===== src/rtl/mm_ctrl.sv =====
// Stream sequencer for mm_new: loads A then B, starts the engine, streams RES out.
// Optional compute-cycle counter enabled by defining MM_CTRL_PERF_EN.
module mm_ctrl #(
  parameter int width          = 8,
  parameter int A_depth_bits   = 9,
  parameter int B_depth_bits   = 9,
  parameter int RES_depth_bits = 9,
  parameter int M              = 64,
  parameter int N              = 8,
  parameter int P              = 4
) (
  input  logic                      clk,
  input  logic                      resetn,
  input  logic [width-1:0]          s_tdata,
  input  logic                      s_tvalid,
  output logic                      s_tready,
  input  logic                      s_tlast,
  output logic [width-1:0]          m_tdata,
  output logic                      m_tvalid,
  input  logic                      m_tready,
  output logic                      m_tlast,
  output logic                      A_write_en,
  output logic [A_depth_bits-1:0]   A_write_address,
  output logic [width-1:0]          A_write_data_in,
  output logic                      B_write_en,
  output logic [B_depth_bits-1:0]   B_write_address,
  output logic [width-1:0]          B_write_data_in,
  output logic                      mm_Start,
  input  logic                      mm_Done,
  output logic                      RES_read_en,
  output logic [RES_depth_bits-1:0] RES_read_address,
  input  logic [width-1:0]          RES_read_data_out,
  output logic                      busy,
  output logic [31:0]               perf_cycles
);

  localparam int CW = (A_depth_bits > B_depth_bits) ?
                      A_depth_bits : B_depth_bits;
  localparam logic [CW-1:0] A_LAST = CW'(M*N-1);
  localparam logic [CW-1:0] B_LAST = CW'(N*P-1);
  localparam logic [RES_depth_bits-1:0] R_LAST =
    RES_depth_bits'(M*P-1);

  typedef enum logic [2:0] {
    S_LOAD_A, S_LOAD_B, S_COMPUTE, S_DRAIN, S_RES_WAIT, S_OUT
  } state_e;

  state_e                    state_q, state_d;
  logic [CW-1:0]             cnt_q, cnt_d;
  logic                      a_en_q, a_en_d;
  logic [A_depth_bits-1:0]   a_addr_q, a_addr_d;
  logic [width-1:0]          a_data_q, a_data_d;
  logic                      b_en_q, b_en_d;
  logic [B_depth_bits-1:0]   b_addr_q, b_addr_d;
  logic [width-1:0]          b_data_q, b_data_d;
  logic                      start_q, start_d;
  logic [RES_depth_bits-1:0] raddr_q, raddr_d;
  logic                      in_load, s_hs;
  logic                      unused_tlast;

  // Beat counts come from the parameters, so TLAST carries no information.
  assign unused_tlast = s_tlast;

  assign in_load = (state_q == S_LOAD_A) || (state_q == S_LOAD_B);
  assign s_hs    = in_load && s_tvalid;

  always_ff @(posedge clk or negedge resetn) begin
    if (!resetn) begin
      state_q  <= S_LOAD_A;
      cnt_q    <= '0;
      a_en_q   <= 1'b0;
      a_addr_q <= '0;
      a_data_q <= '0;
      b_en_q   <= 1'b0;
      b_addr_q <= '0;
      b_data_q <= '0;
      start_q  <= 1'b0;
      raddr_q  <= '0;
    end else begin
      state_q  <= state_d;
      cnt_q    <= cnt_d;
      a_en_q   <= a_en_d;
      a_addr_q <= a_addr_d;
      a_data_q <= a_data_d;
      b_en_q   <= b_en_d;
      b_addr_q <= b_addr_d;
      b_data_q <= b_data_d;
      start_q  <= start_d;
      raddr_q  <= raddr_d;
    end
  end

  always_comb begin
    state_d  = state_q;
    cnt_d    = cnt_q;
    a_en_d   = 1'b0;
    a_addr_d = a_addr_q;
    a_data_d = a_data_q;
    b_en_d   = 1'b0;
    b_addr_d = b_addr_q;
    b_data_d = b_data_q;
    start_d  = start_q;
    raddr_d  = raddr_q;
    unique case (state_q)
      S_LOAD_A: begin
        if (s_hs) begin
          a_en_d   = 1'b1;
          a_addr_d = cnt_q[A_depth_bits-1:0];
          a_data_d = s_tdata;
          if (cnt_q == A_LAST) begin
            cnt_d   = '0;
            state_d = S_LOAD_B;
          end else begin
            cnt_d = cnt_q + 1'b1;
          end
        end
      end
      S_LOAD_B: begin
        if (s_hs) begin
          b_en_d   = 1'b1;
          b_addr_d = cnt_q[B_depth_bits-1:0];
          b_data_d = s_tdata;
          if (cnt_q == B_LAST) begin
            cnt_d   = '0;
            start_d = 1'b1;
            state_d = S_COMPUTE;
          end else begin
            cnt_d = cnt_q + 1'b1;
          end
        end
      end
      S_COMPUTE: begin
        if (mm_Done) begin
          start_d = 1'b0;
          state_d = S_DRAIN;
        end
      end
      // Lets the engine's last RES write, registered with Done, settle.
      S_DRAIN: begin
        raddr_d = '0;
        state_d = S_RES_WAIT;
      end
      S_RES_WAIT: state_d = S_OUT;
      S_OUT: begin
        if (m_tready) begin
          if (raddr_q == R_LAST) begin
            state_d = S_LOAD_A;
          end else begin
            raddr_d = raddr_q + 1'b1;
            state_d = S_RES_WAIT;
          end
        end
      end
      default: state_d = S_LOAD_A;
    endcase
  end

  always_comb begin
    s_tready         = resetn && in_load;
    m_tvalid         = (state_q == S_OUT);
    m_tlast          = (state_q == S_OUT) && (raddr_q == R_LAST);
    m_tdata          = RES_read_data_out;
    A_write_en       = a_en_q;
    A_write_address  = a_addr_q;
    A_write_data_in  = a_data_q;
    B_write_en       = b_en_q;
    B_write_address  = b_addr_q;
    B_write_data_in  = b_data_q;
    mm_Start         = start_q;
    RES_read_en      = 1'b1;
    RES_read_address = raddr_q;
    busy             = !((state_q == S_LOAD_A) && (cnt_q == '0));
  end

`ifdef MM_CTRL_PERF_EN
  logic [31:0] perf_q, perf_d;

  always_comb begin
    perf_d = perf_q;
    if (state_q == S_LOAD_B && state_d == S_COMPUTE) begin
      perf_d = '0;
    end else if (state_q == S_COMPUTE && perf_q != '1) begin
      perf_d = perf_q + 1'b1;
    end
  end

  always_ff @(posedge clk or negedge resetn) begin
    if (!resetn) perf_q <= '0;
    else         perf_q <= perf_d;
  end

  assign perf_cycles = perf_q;
`else
  assign perf_cycles = '0;
`endif

endmodule

===== config.mk =====
export PLATFORM = sky130hd
export DESIGN_NAME = mm_ctrl
export DESIGN_NICKNAME = d
export VERILOG_FILES = /design/src/rtl/mm_ctrl.sv
export SDC_FILE = /design/constraint.sdc
export NUM_CORES = 1
export LEC_CHECK = 0
export BUFFER_PORTS_ARGS = -buffer_cell sky130_fd_sc_hd__buf_2
export CELL_PAD_IN_SITES_DETAIL_PLACEMENT = 1
export CELL_PAD_IN_SITES_GLOBAL_PLACEMENT = 1
export CORE_ASPECT_RATIO = 0.8
export CORE_MARGIN = 1
export CORE_UTILIZATION = 37
export DETAILED_ROUTE_END_ITERATION = 12
export PLACE_DENSITY = 0.78
export SKIP_CTS_REPAIR_TIMING = 1
export SYNTH_ARGS = -nofsm -noshare
export SYNTH_HDL_FRONTEND = slang
export SYNTH_SLANG_ARGS = --single-unit

===== constraint.sdc =====
create_clock -name clk -period 2.8 [get_ports clk]
set_input_delay 0 -clock clk [delete_from_list [all_inputs] [get_ports clk]]
set_output_delay 0 -clock clk [all_outputs]
set_load 0.05 [all_outputs]

==> impl_metrics.env, run 1 <==
export IMPL_dieArea_um2=8250
export IMPL_start_util_pct=38.7
export IMPL_power_density_nw_per_um2=1120
export IMPL_synth_compound_area_share_pct=6.39
export IMPL_finalPower_mw=3.84
export IMPL_clock_skew_ns=0.00512
export IMPL_dpl_hpwl_um=4360
export IMPL_ys_warn_count=0
export IMPL_grt_pass1_wl_um=9830
export IMPL_viasPerCell=4.63
export IMPL_synthAdderAreaFrac_pct=2.14
export IMPL_hp_class="primary input to primary output"
export IMPL_ys_seq_area_share_pct=49.7
export IMPL_avgSynthCellArea_um2=11.4
export IMPL_gp_congestion=0.779
export IMPL_synth_seq_cells=58
export IMPL_num_vias=2017
export IMPL_final_util_pct=45.5
export IMPL_dr_pass1_iters=4
export IMPL_max_cap_viol_count=0
export IMPL_p_int_mw=1.99
export IMPL_crit_type="flop to flop"
export IMPL_track_usage_pct=15.8
export IMPL_clockRootBuffer="clkbuf_8"
export IMPL_drc=0
export IMPL_yosysUniqueCellTypes=40
export IMPL_rsz0062_at_grt="false"
export IMPL_nets=353
export IMPL_cp_required_ns=3.04
export IMPL_combinationalPowerShare_pct=47.1
export IMPL_finalSetupTns_ns=0
export IMPL_synth_mux_area_share_pct=13.5
export IMPL_cts_buffers=9
export IMPL_clock_power_share_pct=18.1
export IMPL_cts_tree="done"
export IMPL_setup_viol=0
export IMPL_antenna_found_initial=0
export IMPL_stdcell_count=436
export IMPL_ir_worst_vdd_uv=510
export IMPL_synth_area_um2=2920
export IMPL_hold_viol_final=0
export IMPL_leakage_nw=1.69
export IMPL_syn_inst=257
export IMPL_core_area_um2=7530
export IMPL_grt_max_degree=59
export IMPL_dp_cells=409
export IMPL_p_switching_mw=1.85
export IMPL_clk_latency_ns=0.33
export IMPL_p_seq_share_pct=34.8
export IMPL_h_tree_depth=3
export IMPL_wl_um=6100
export IMPL_tightest_slew_ns=0.729
export IMPL_startpoint_type="flop"
export IMPL_ant_nets=0
export IMPL_synthXorXnorAreaFrac_pct=2.10
export IMPL_clock_sinks=58
export IMPL_status="finished, final reports clean"
export IMPL_post_place_ws_ns=0.455
export IMPL_fmax_ghz=0.427
export IMPL_die_x_um=101
export IMPL_period_share_pct=83.6
export IMPL_drt_initial_drc_count=60
export IMPL_grt_pass1_vias=1993
export IMPL_synth_top_family_by_area="multiplexers"
export IMPL_die_h_um=81.4
export IMPL_crit_fanout=16
export IMPL_diodes=0
export IMPL_place_port_buffers=62
export IMPL_clk_pin_slew_ns=0.06
export IMPL_cts_max_path_buffers=2
export IMPL_max_slew_margin_pct=51.3
export IMPL_routedWlPerCell_um=14.0
export IMPL_finalWorstSetupSlack_ns=0.460
export IMPL_ioPinCount=113
export IMPL_drv_slew=0
export IMPL_grt_ovfl_total=0
export IMPL_arrival_ns=2.58
export IMPL_rows=28
export IMPL_switching_share_pct=48.1
export IMPL_cp_end_kind="flop"
export IMPL_drive_gt1_share_pct=35.6
export IMPL_area_growth_synth_to_final_pct=17.4
export IMPL_min_period_ns=2.34
export IMPL_synthSimpleGateAreaFrac_pct=12.7
## path summary, 6_finish.rpt
kind                                                  from                               to  slack [ns]  depth (start not counted)
max                        RES_read_address[2]$_DFFE_PN0P_  RES_read_address[5]$_DFFE_PN0P_        0.46                          8
min                                   RES_read_data_out[0]                       m_tdata[0]     0.00002                          0
max reg2reg                RES_read_address[2]$_DFFE_PN0P_  RES_read_address[5]$_DFFE_PN0P_        0.46                          8
min reg2reg                 B_write_data_in[6]$_DFFE_PN0P_   B_write_data_in[6]$_DFFE_PN0P_        0.50                          1
max in group asynchronous                           resetn  RES_read_address[6]$_DFFE_PN0P_        1.94                          3
min in group asynchronous                           resetn   B_write_data_in[1]$_DFFE_PN0P_        0.37                          3
## power groups by stage
stage | Clock (mW) | Combinational (mW) | Sequential [mW]
2_1_floorplan | 0 | 0.641 | 2.16
3_3_place_gp | 0 | 1.77 | 1.33
3_5_place_dp | 0 | 1.81 | 1.36
4_1_cts | 0.719 | 1.82 | 1.34
5_1_grt | 0.755 | 1.92 | 1.39
6_report | 0.696 | 1.81 | 1.34
## synth_stat cells
| cell type | number | share of area [%] |
|---|---|---|
| or4_1 | 2 | 0.51 |
| and2_1 | 3 | 0.64 |
| o21ai_0 | 6 | 1.0 |
| a211oi_1 | 1 | 0.26 |
| nand4_1 | 2 | 0.43 |
| o22ai_1 | 2 | 0.43 |
| xnor2_1 | 3 | 0.90 |
| buf_4 | 43 | 11 |
| dfrtp_1 | 58 | 50 |
| o21a_1 | 2 | 0.51 |
| a31oi_1 | 2 | 0.43 |
| o21ai_2 | 1 | 0.30 |
| and3_1 | 2 | 0.43 |
| nor2b_1 | 1 | 0.21 |
| mux2_2 | 35 | 14 |
| or3_1 | 1 | 0.21 |
| nor3_1 | 5 | 0.86 |
| and4bb_1 | 1 | 0.43 |
| buf_6 | 2 | 0.77 |
| nor3b_1 | 1 | 0.26 |
| or3b_1 | 1 | 0.30 |
| ha_1 | 5 | 2.1 |
| inv_1 | 5 | 0.64 |
| o211ai_1 | 1 | 0.26 |
| nor2_8 | 1 | 0.69 |
| a22oi_1 | 1 | 0.26 |
| nor2b_4 | 1 | 0.47 |
| o31ai_1 | 3 | 0.77 |
| a2bb2oi_1 | 2 | 0.60 |
| a21oi_1 | 6 | 1.0 |
| nand3_1 | 8 | 1.4 |
| nor4_2 | 1 | 0.43 |
| nand2_1 | 21 | 2.7 |
| buf_2 | 4 | 0.69 |
| xor2_1 | 4 | 1.2 |
| conb_1 | 2 | 0.26 |
| and4_1 | 3 | 0.90 |
| nor4_1 | 2 | 0.43 |
| nor2_1 | 11 | 1.4 |
| a21o_1 | 2 | 0.51 |
## registers in the layout, summed over array words and instances (netlist names)
register,count
A_write_address,9
A_write_data_in,8
A_write_en,1
B_write_address,9
B_write_data_in,8
B_write_en,1
RES_read_address,9
cnt_q,9
mm_Start,1
state_q,3
## worst max-delay path: stages, from the launching register on
cell and delay (ns):
dfrtp_1 0.45, and4_1 0.25, nand2_1 0.11, nor2_1 0.07
ha_1 0.20, and4bb_1 0.31, o21ai_2 0.19, or4_1 0.51
a21oi_1 0.17
## routing by layer
metal  up-vias  global-route usage [%]  routed length [um]
met4         0                    5.65                  54
met2        58                    25.4                3090
met3         5                    5.96                 314
li1        959                       -                   -
met1       995                    19.7                2650
met5         -                       0                   0
## final cells by class
| cell class | instances | area (um2) |
|---|---|---|
| Clock buffer | 14 | 173 |
| Clock inverter | 2 | 10.0 |
| Fill cell | 864 | 4110 |
| Inverter | 5 | 18.8 |
| Multi-Input combinational cell | 176 | 1200 |
| Sequential cell | 58 | 1450 |
| Tap cell | 105 | 131 |
| Timing Repair Buffer | 76 | 443 |
## placed cells by master (no fill, tap or decap), drive strengths merged, types with 2 or more instances in the layout
master       instances
and3                 2
nor3                 5
inv                  5
ha                   5
a21oi                6
mux2                35
a31oi                2
buf                 65
clkbuf              14
and4                 3
clkinv               2
o22ai                2
nor4                 3
or4                  2
nand3                8
a2bb2oi              2
dfrtp               58
nand4                2
nand2               21
conb                33
and2                 3
o31ai                3
xor2                 4
a21o                 2
nor2                12
o21a                 2
dlygate4sd3         11
xnor2                3
o21ai                7
nor2b                2
## stage by stage
stage	instance area, um2	hold slack, ns
after floorplan	3030	-0.296
after global placement	3130	0.000341
after detailed placement	3130	0.000341
after CTS	3320	-0.133
after global routing	3430	0.0000779
final	3430	0.0000220
## cells by family (layout without fill, tap and decap cells)
kind of cell / count (synthesis) / after routing
AND/OR/NAND/NOR: 67 / 67
flip-flops: 58 / 58
buffers and inverters: 54 / 97
multiplexers: 35 / 35
AO/OA/AOI/OAI: 29 / 29
XOR/XNOR: 7 / 7
adder cells (fa/ha/maj): 5 / 5
other: 2 / 33
No activity file was read; power rests on OpenSTA's default activity.
==> inputs of run 2 (changes only) <==
clock period = 2.17 ns   (was 2.8 ns; I/O delays follow)
==> run 2 against run 1 <==
Global-route usage is 0.85 points higher. Combinational power increased by 32%. Critical path type unchanged. Highest routed layer unchanged. Final area up 5.8%. Worst setup slack worse by 0.39 ns.
==> impl_metrics.env, run 2 (synthesized netlist as in run 1, its figures left out) <==
export IMPL_status="finished, final reports clean"
export IMPL_holdPathEnd="m_tdata[0]"
export IMPL_cts_tree="done"
export IMPL_die_h_um=81.4
export IMPL_grt_max_degree=59
export IMPL_max_cap_viol_count=0
export IMPL_crit_fanout=8
export IMPL_cts_buffers=9
export IMPL_drc=0
export IMPL_rows=28
export IMPL_gp_congestion=0.807
export IMPL_arrival_ns=2.37
export IMPL_drive_gt1_share_pct=42.6
export IMPL_ir_worst_vdd_uv=573
export IMPL_cts_max_path_buffers=2
export IMPL_die_x_um=101
export IMPL_setup_viol=0
export IMPL_fmax_ghz=0.475
export IMPL_wl_met2_um=3320
export IMPL_stdcell_area_um2=3620
export IMPL_start_util_pct=38.7
export IMPL_viasPerCell=4.63
export IMPL_diodes=0
export IMPL_cp_end_kind="flop"
export IMPL_dieArea_um2=8250
export IMPL_h_tree_depth=3
export IMPL_core_area_um2=7530
export IMPL_clock_sinks=58
export IMPL_layout_common_cells="buf_2, dfrtp_1, mux2_2, conb_1, nand2_1"
export IMPL_ioPinCount=113
export IMPL_drt_initial_drc_count=70
export IMPL_clock_skew_ns=0.00419
export IMPL_area_growth_synth_to_final_pct=24.2
export IMPL_hold_slack_ns=0.0000193
export IMPL_post_place_ws_ns=0.0130
export IMPL_seq_area_um2=1460
export IMPL_nets=367
export IMPL_num_vias=2083
export IMPL_clk_pin_slew_ns=0.06
export IMPL_fill_cells=868
export IMPL_period_share_pct=96.9
export IMPL_max_slew_margin_pct=51.4
export IMPL_clockRootBuffer="clkbuf_8"
export IMPL_hp_class="primary input to primary output"
export IMPL_cp_required_ns=2.44
export IMPL_clk_latency_ns=0.34
export IMPL_routedWlPerCell_um=14.6
export IMPL_finalWorstSetupSlack_ns=0.0668
export IMPL_reg2reg_to="RES_read_address[7]$_DFFE_PN0P_"
export IMPL_wl_um=6570
export IMPL_cpPeakStageDelay_ns=0.50
export IMPL_track_usage_pct=16.7
export IMPL_layout_commonest_cell="buf_2"
export IMPL_crit_type="flop to flop"
export IMPL_tightest_slew_ns=0.730
export IMPL_min_period_ns=2.10
export IMPL_leakage_nw=1.79
export IMPL_placed_cell_area_um2=3240
export IMPL_route_met3_wl_um=302
export IMPL_top_layer="met4"
export IMPL_wirelength_met1_um=2860
export IMPL_worstHoldStart="RES_read_data_out[0]"
export IMPL_startpoint_type="flop"
export IMPL_dr_pass1_iters=4
export IMPL_ant_nets=0
export IMPL_r2r_slack_ns=0.07
export IMPL_grt_pass1_vias=2041
export IMPL_grt_pass1_wl_um=10200
export IMPL_drv_slew=0
export IMPL_place_port_buffers=62
export IMPL_antenna_found_initial=0
export IMPL_power_density_nw_per_um2=1440
export IMPL_r2r_start="RES_read_address[4]$_DFFE_PN0P_"
export IMPL_final_util_pct=48.1
export IMPL_min_path_cells=0
export IMPL_cpMaxStageDelayCell="or4_4"
export IMPL_multi_input_area_um2=1240
export IMPL_reg2reg_depth=8
export IMPL_grt_ovfl_total=0
export IMPL_dpl_hpwl_um=4490
export IMPL_hold_viol_final=0
export IMPL_crit_chain="and4_4 -> nand2_4 -> nor2_1 -> ha_1 -> and4bb_2 -> o21ai_4 -> or4_4 -> a21oi_2"
[run 2: per-stage QoR]
stage               std cells  setup TNS (ns)  power (mW)
floorplan                 288               0        3.62
global placement          420               0        4.05
detailed placement        420               0        4.14
CTS                       436         -0.0586        5.26
global route              450        -0.00500        5.51
finish                    450               0        5.22
[run 2: worst max path at each step]
stage               cells after the start                         endpoint                             from
floorplan                               8  RES_read_address[5]$_DFFE_PN0P_  RES_read_address[2]$_DFFE_PN0P_
global placement                        8  RES_read_address[5]$_DFFE_PN0P_  RES_read_address[4]$_DFFE_PN0P_
detailed placement                      8  RES_read_address[5]$_DFFE_PN0P_  RES_read_address[4]$_DFFE_PN0P_
CTS                                     8  RES_read_address[5]$_DFFE_PN0P_  RES_read_address[4]$_DFFE_PN0P_
global route                            8  RES_read_address[5]$_DFFE_PN0P_  RES_read_address[4]$_DFFE_PN0P_
finish                                  8  RES_read_address[7]$_DFFE_PN0P_  RES_read_address[4]$_DFFE_PN0P_
[run 2: cell type report]
type,count,share of cell area [%]
repair buffers,90,15.5
multi-input cells,176,34.1
clock inverters,5,2.14
well taps,105,3.62
flip-flops and latches,58,40.2
inverters,5,0.518
clock buffers,11,3.90
[run 2: worst max-delay path: cells and delay by family, from the launching register on]
family | cells | cell delay (ns)
simple gates | 5 | 1.17
flops | 1 | 0.43
compound gates | 2 | 0.24
fa+ha+maj | 1 | 0.19
[run 2: layer usage]
metal / track usage, % / up-vias
met2: 27.4 / 60
met1: 20.4 / 1028
met5: 0 / -
li1: - / 987
met3: 6.13 / 8
met4: 5.65 / 0
[run 2: report_power, final]
part	internal, mW	switching [mW]
clock network	0.673	0.420
logic	0.655	1.74
registers	1.46	0.282
total	2.79	2.44
==> inputs of run 3 (changes only) <==
RECOVER_POWER = 100   (was unset)
==> run 3 against run 2 <==
Non-clock buffer count did not move. Total power fell by 1.6%. Clock power hardly changed. Worst setup slack barely moved. Sequential cell count unchanged. Final cell count did not move. Routed wire length shrank 0.11%. Combinational power down 4%. Hold slack is the same. Critical path type unchanged. Critical endpoint unchanged. Critical path depth unchanged. Clock-buffer cell count is the same.
==> impl_metrics.env, run 3 (synthesized netlist as in run 1, its figures left out) <==
export IMPL_dr_pass1_iters=4
export IMPL_start_util_pct=38.7
export IMPL_cp_required_ns=2.43
export IMPL_worstHoldStart="RES_read_data_out[0]"
export IMPL_period_share_pct=96.9
export IMPL_fmax_ghz=0.476
export IMPL_cp_end_kind="flop"
export IMPL_critPathTopFamily="simple AND/OR/NAND/NOR gates"
export IMPL_startpoint_type="flop"
export IMPL_crit_type="flop to flop"
export IMPL_ant_nets=0
export IMPL_track_usage_pct=16.7
export IMPL_h_tree_depth=3
export IMPL_power_density_nw_per_um2=1440
export IMPL_die_x_um=101
export IMPL_clockRootBuffer="clkbuf_8"
export IMPL_place_port_buffers=62
export IMPL_num_vias=2077
export IMPL_area_growth_synth_to_final_pct=22.0
export IMPL_max_slew_margin_pct=4.36
export IMPL_ioPinCount=113
export IMPL_wl_um=6560
export IMPL_min_path_cells=0
export IMPL_layout_common_cells="dfrtp_1, clkbuf_1, mux2_2, conb_1, nand2_1"
export IMPL_reg2reg_to="RES_read_address[7]$_DFFE_PN0P_"
export IMPL_holdPathEnd="m_tdata[0]"
export IMPL_drive_gt1_share_pct=28.4
export IMPL_clock_skew_ns=0.00415
export IMPL_cts_buffers=9
export IMPL_clk_pin_slew_ns=0.06
export IMPL_die_h_um=81.4
export IMPL_clock_sinks=58
export IMPL_core_area_um2=7530
export IMPL_cts_max_path_buffers=2
export IMPL_hp_class="primary input to primary output"
export IMPL_placed_cell_area_um2=3240
export IMPL_setup_viol=0
export IMPL_gp_congestion=0.807
export IMPL_crit_fanout=8
export IMPL_r2r_slack_ns=0.07
export IMPL_grt_ovfl_total=0
export IMPL_grt_max_degree=59
export IMPL_status="finished, final reports clean"
export IMPL_clk_latency_ns=0.33
export IMPL_drv_slew=0
export IMPL_cts_tree="done"
export IMPL_grt_pass1_wl_um=10200
export IMPL_worst_path_buf_inv=0
export IMPL_arrival_ns=2.37
export IMPL_nets=367
export IMPL_dpl_hpwl_um=4490
export IMPL_diodes=0
export IMPL_reg2reg_depth=8
export IMPL_rows=28
export IMPL_viasPerCell=4.62
export IMPL_hold_viol_final=0
export IMPL_grt_pass1_vias=2041
export IMPL_drc=0
export IMPL_min_period_ns=2.10
export IMPL_drt_initial_drc_count=79
export IMPL_max_cap_viol_count=0
export IMPL_dieArea_um2=8250
export IMPL_routedWlPerCell_um=14.6
export IMPL_tightest_slew_ns=1.43
export IMPL_ir_worst_vdd_uv=555
export IMPL_cpPeakStageDelay_ns=0.50
export IMPL_fill_cells=893
export IMPL_leakage_nw=1.62
export IMPL_r2r_start="RES_read_address[4]$_DFFE_PN0P_"
export IMPL_cpMaxStageDelayCell="or4_4"
export IMPL_crit_path_start="RES_read_address[4]$_DFFE_PN0P_"
export IMPL_antenna_found_initial=0
export IMPL_stdcell_area_um2=3560
export IMPL_layout_commonest_cell="dfrtp_1"
export IMPL_crit_chain="and4_4 -> nand2_4 -> nor2_1 -> ha_1 -> and4bb_2 -> o21ai_4 -> or4_4 -> a21oi_2"
export IMPL_final_util_pct=47.3
-- run 3: layout make-up --
cell class	instances	area [um2]	share of cell area, %
clock buffer	11	141	3.97
clock inverter	5	77.6	2.18
inverter	5	18.8	0.527
multi-input combinational	176	1240	34.7
sequential	58	1460	41.0
tap	105	131	3.69
timing repair buffer	90	495	13.9
-- run 3: how the worst max path moves through the flow --
| stage | depth (start not counted) | slack (ns) | end |
|---|---|---|---|
| final | 8 | 0.07 | RES_read_address[7]$_DFFE_PN0P_ |
| after global routing | 8 | -0.006 | RES_read_address[5]$_DFFE_PN0P_ |
| after CTS | 8 | -0.03 | RES_read_address[5]$_DFFE_PN0P_ |
| after detailed placement | 8 | 0.01 | RES_read_address[5]$_DFFE_PN0P_ |
| after global placement | 8 | 0.07 | RES_read_address[5]$_DFFE_PN0P_ |
| after floorplan | 8 | 0.007 | RES_read_address[5]$_DFFE_PN0P_ |
-- run 3: power breakdown --
| group | total, mW | switching [mW] | internal, mW |
|---|---|---|---|
| sequential | 1.75 | 0.290 | 1.46 |
| combinational | 2.30 | 1.74 | 0.562 |
| clock | 1.09 | 0.417 | 0.674 |
| total | 5.14 | 2.44 | 2.69 |
-- run 3: metrics by stage --
stage	instances	hold slack [ns]	setup slack, ns	setup TNS [ns]	total power [mW]
detailed placement	420	0.000341	0.0130	0	4.14
floorplan	288	-0.296	0.00679	0	3.62
global placement	420	0.000341	0.0677	0	4.05
global route	450	0.0000811	-0.00564	-0.00865	5.42
finish	450	0.0000193	0.0671	0	5.14
CTS	436	-0.141	-0.0298	-0.0586	5.26
-- run 3: worst register-to-register path, delay by kind of cell, from the launching register on --
family	cells	cell delay, ns
flip-flops	1	0.43
AO/OA/AOI/OAI	2	0.24
AND/OR/NAND/NOR	5	1.17
adder cells (fa/ha/maj)	1	0.19
-- run 3: per-layer routing --
metal | up-vias | GRT usage (%) | share of wire (%)
li1 | 984 | - | -
met3 | 8 | 6.13 | 4.7
met4 | 0 | 5.65 | 1.3
met1 | 1024 | 20.4 | 43
met5 | - | 0 | 0
met2 | 61 | 27.4 | 51
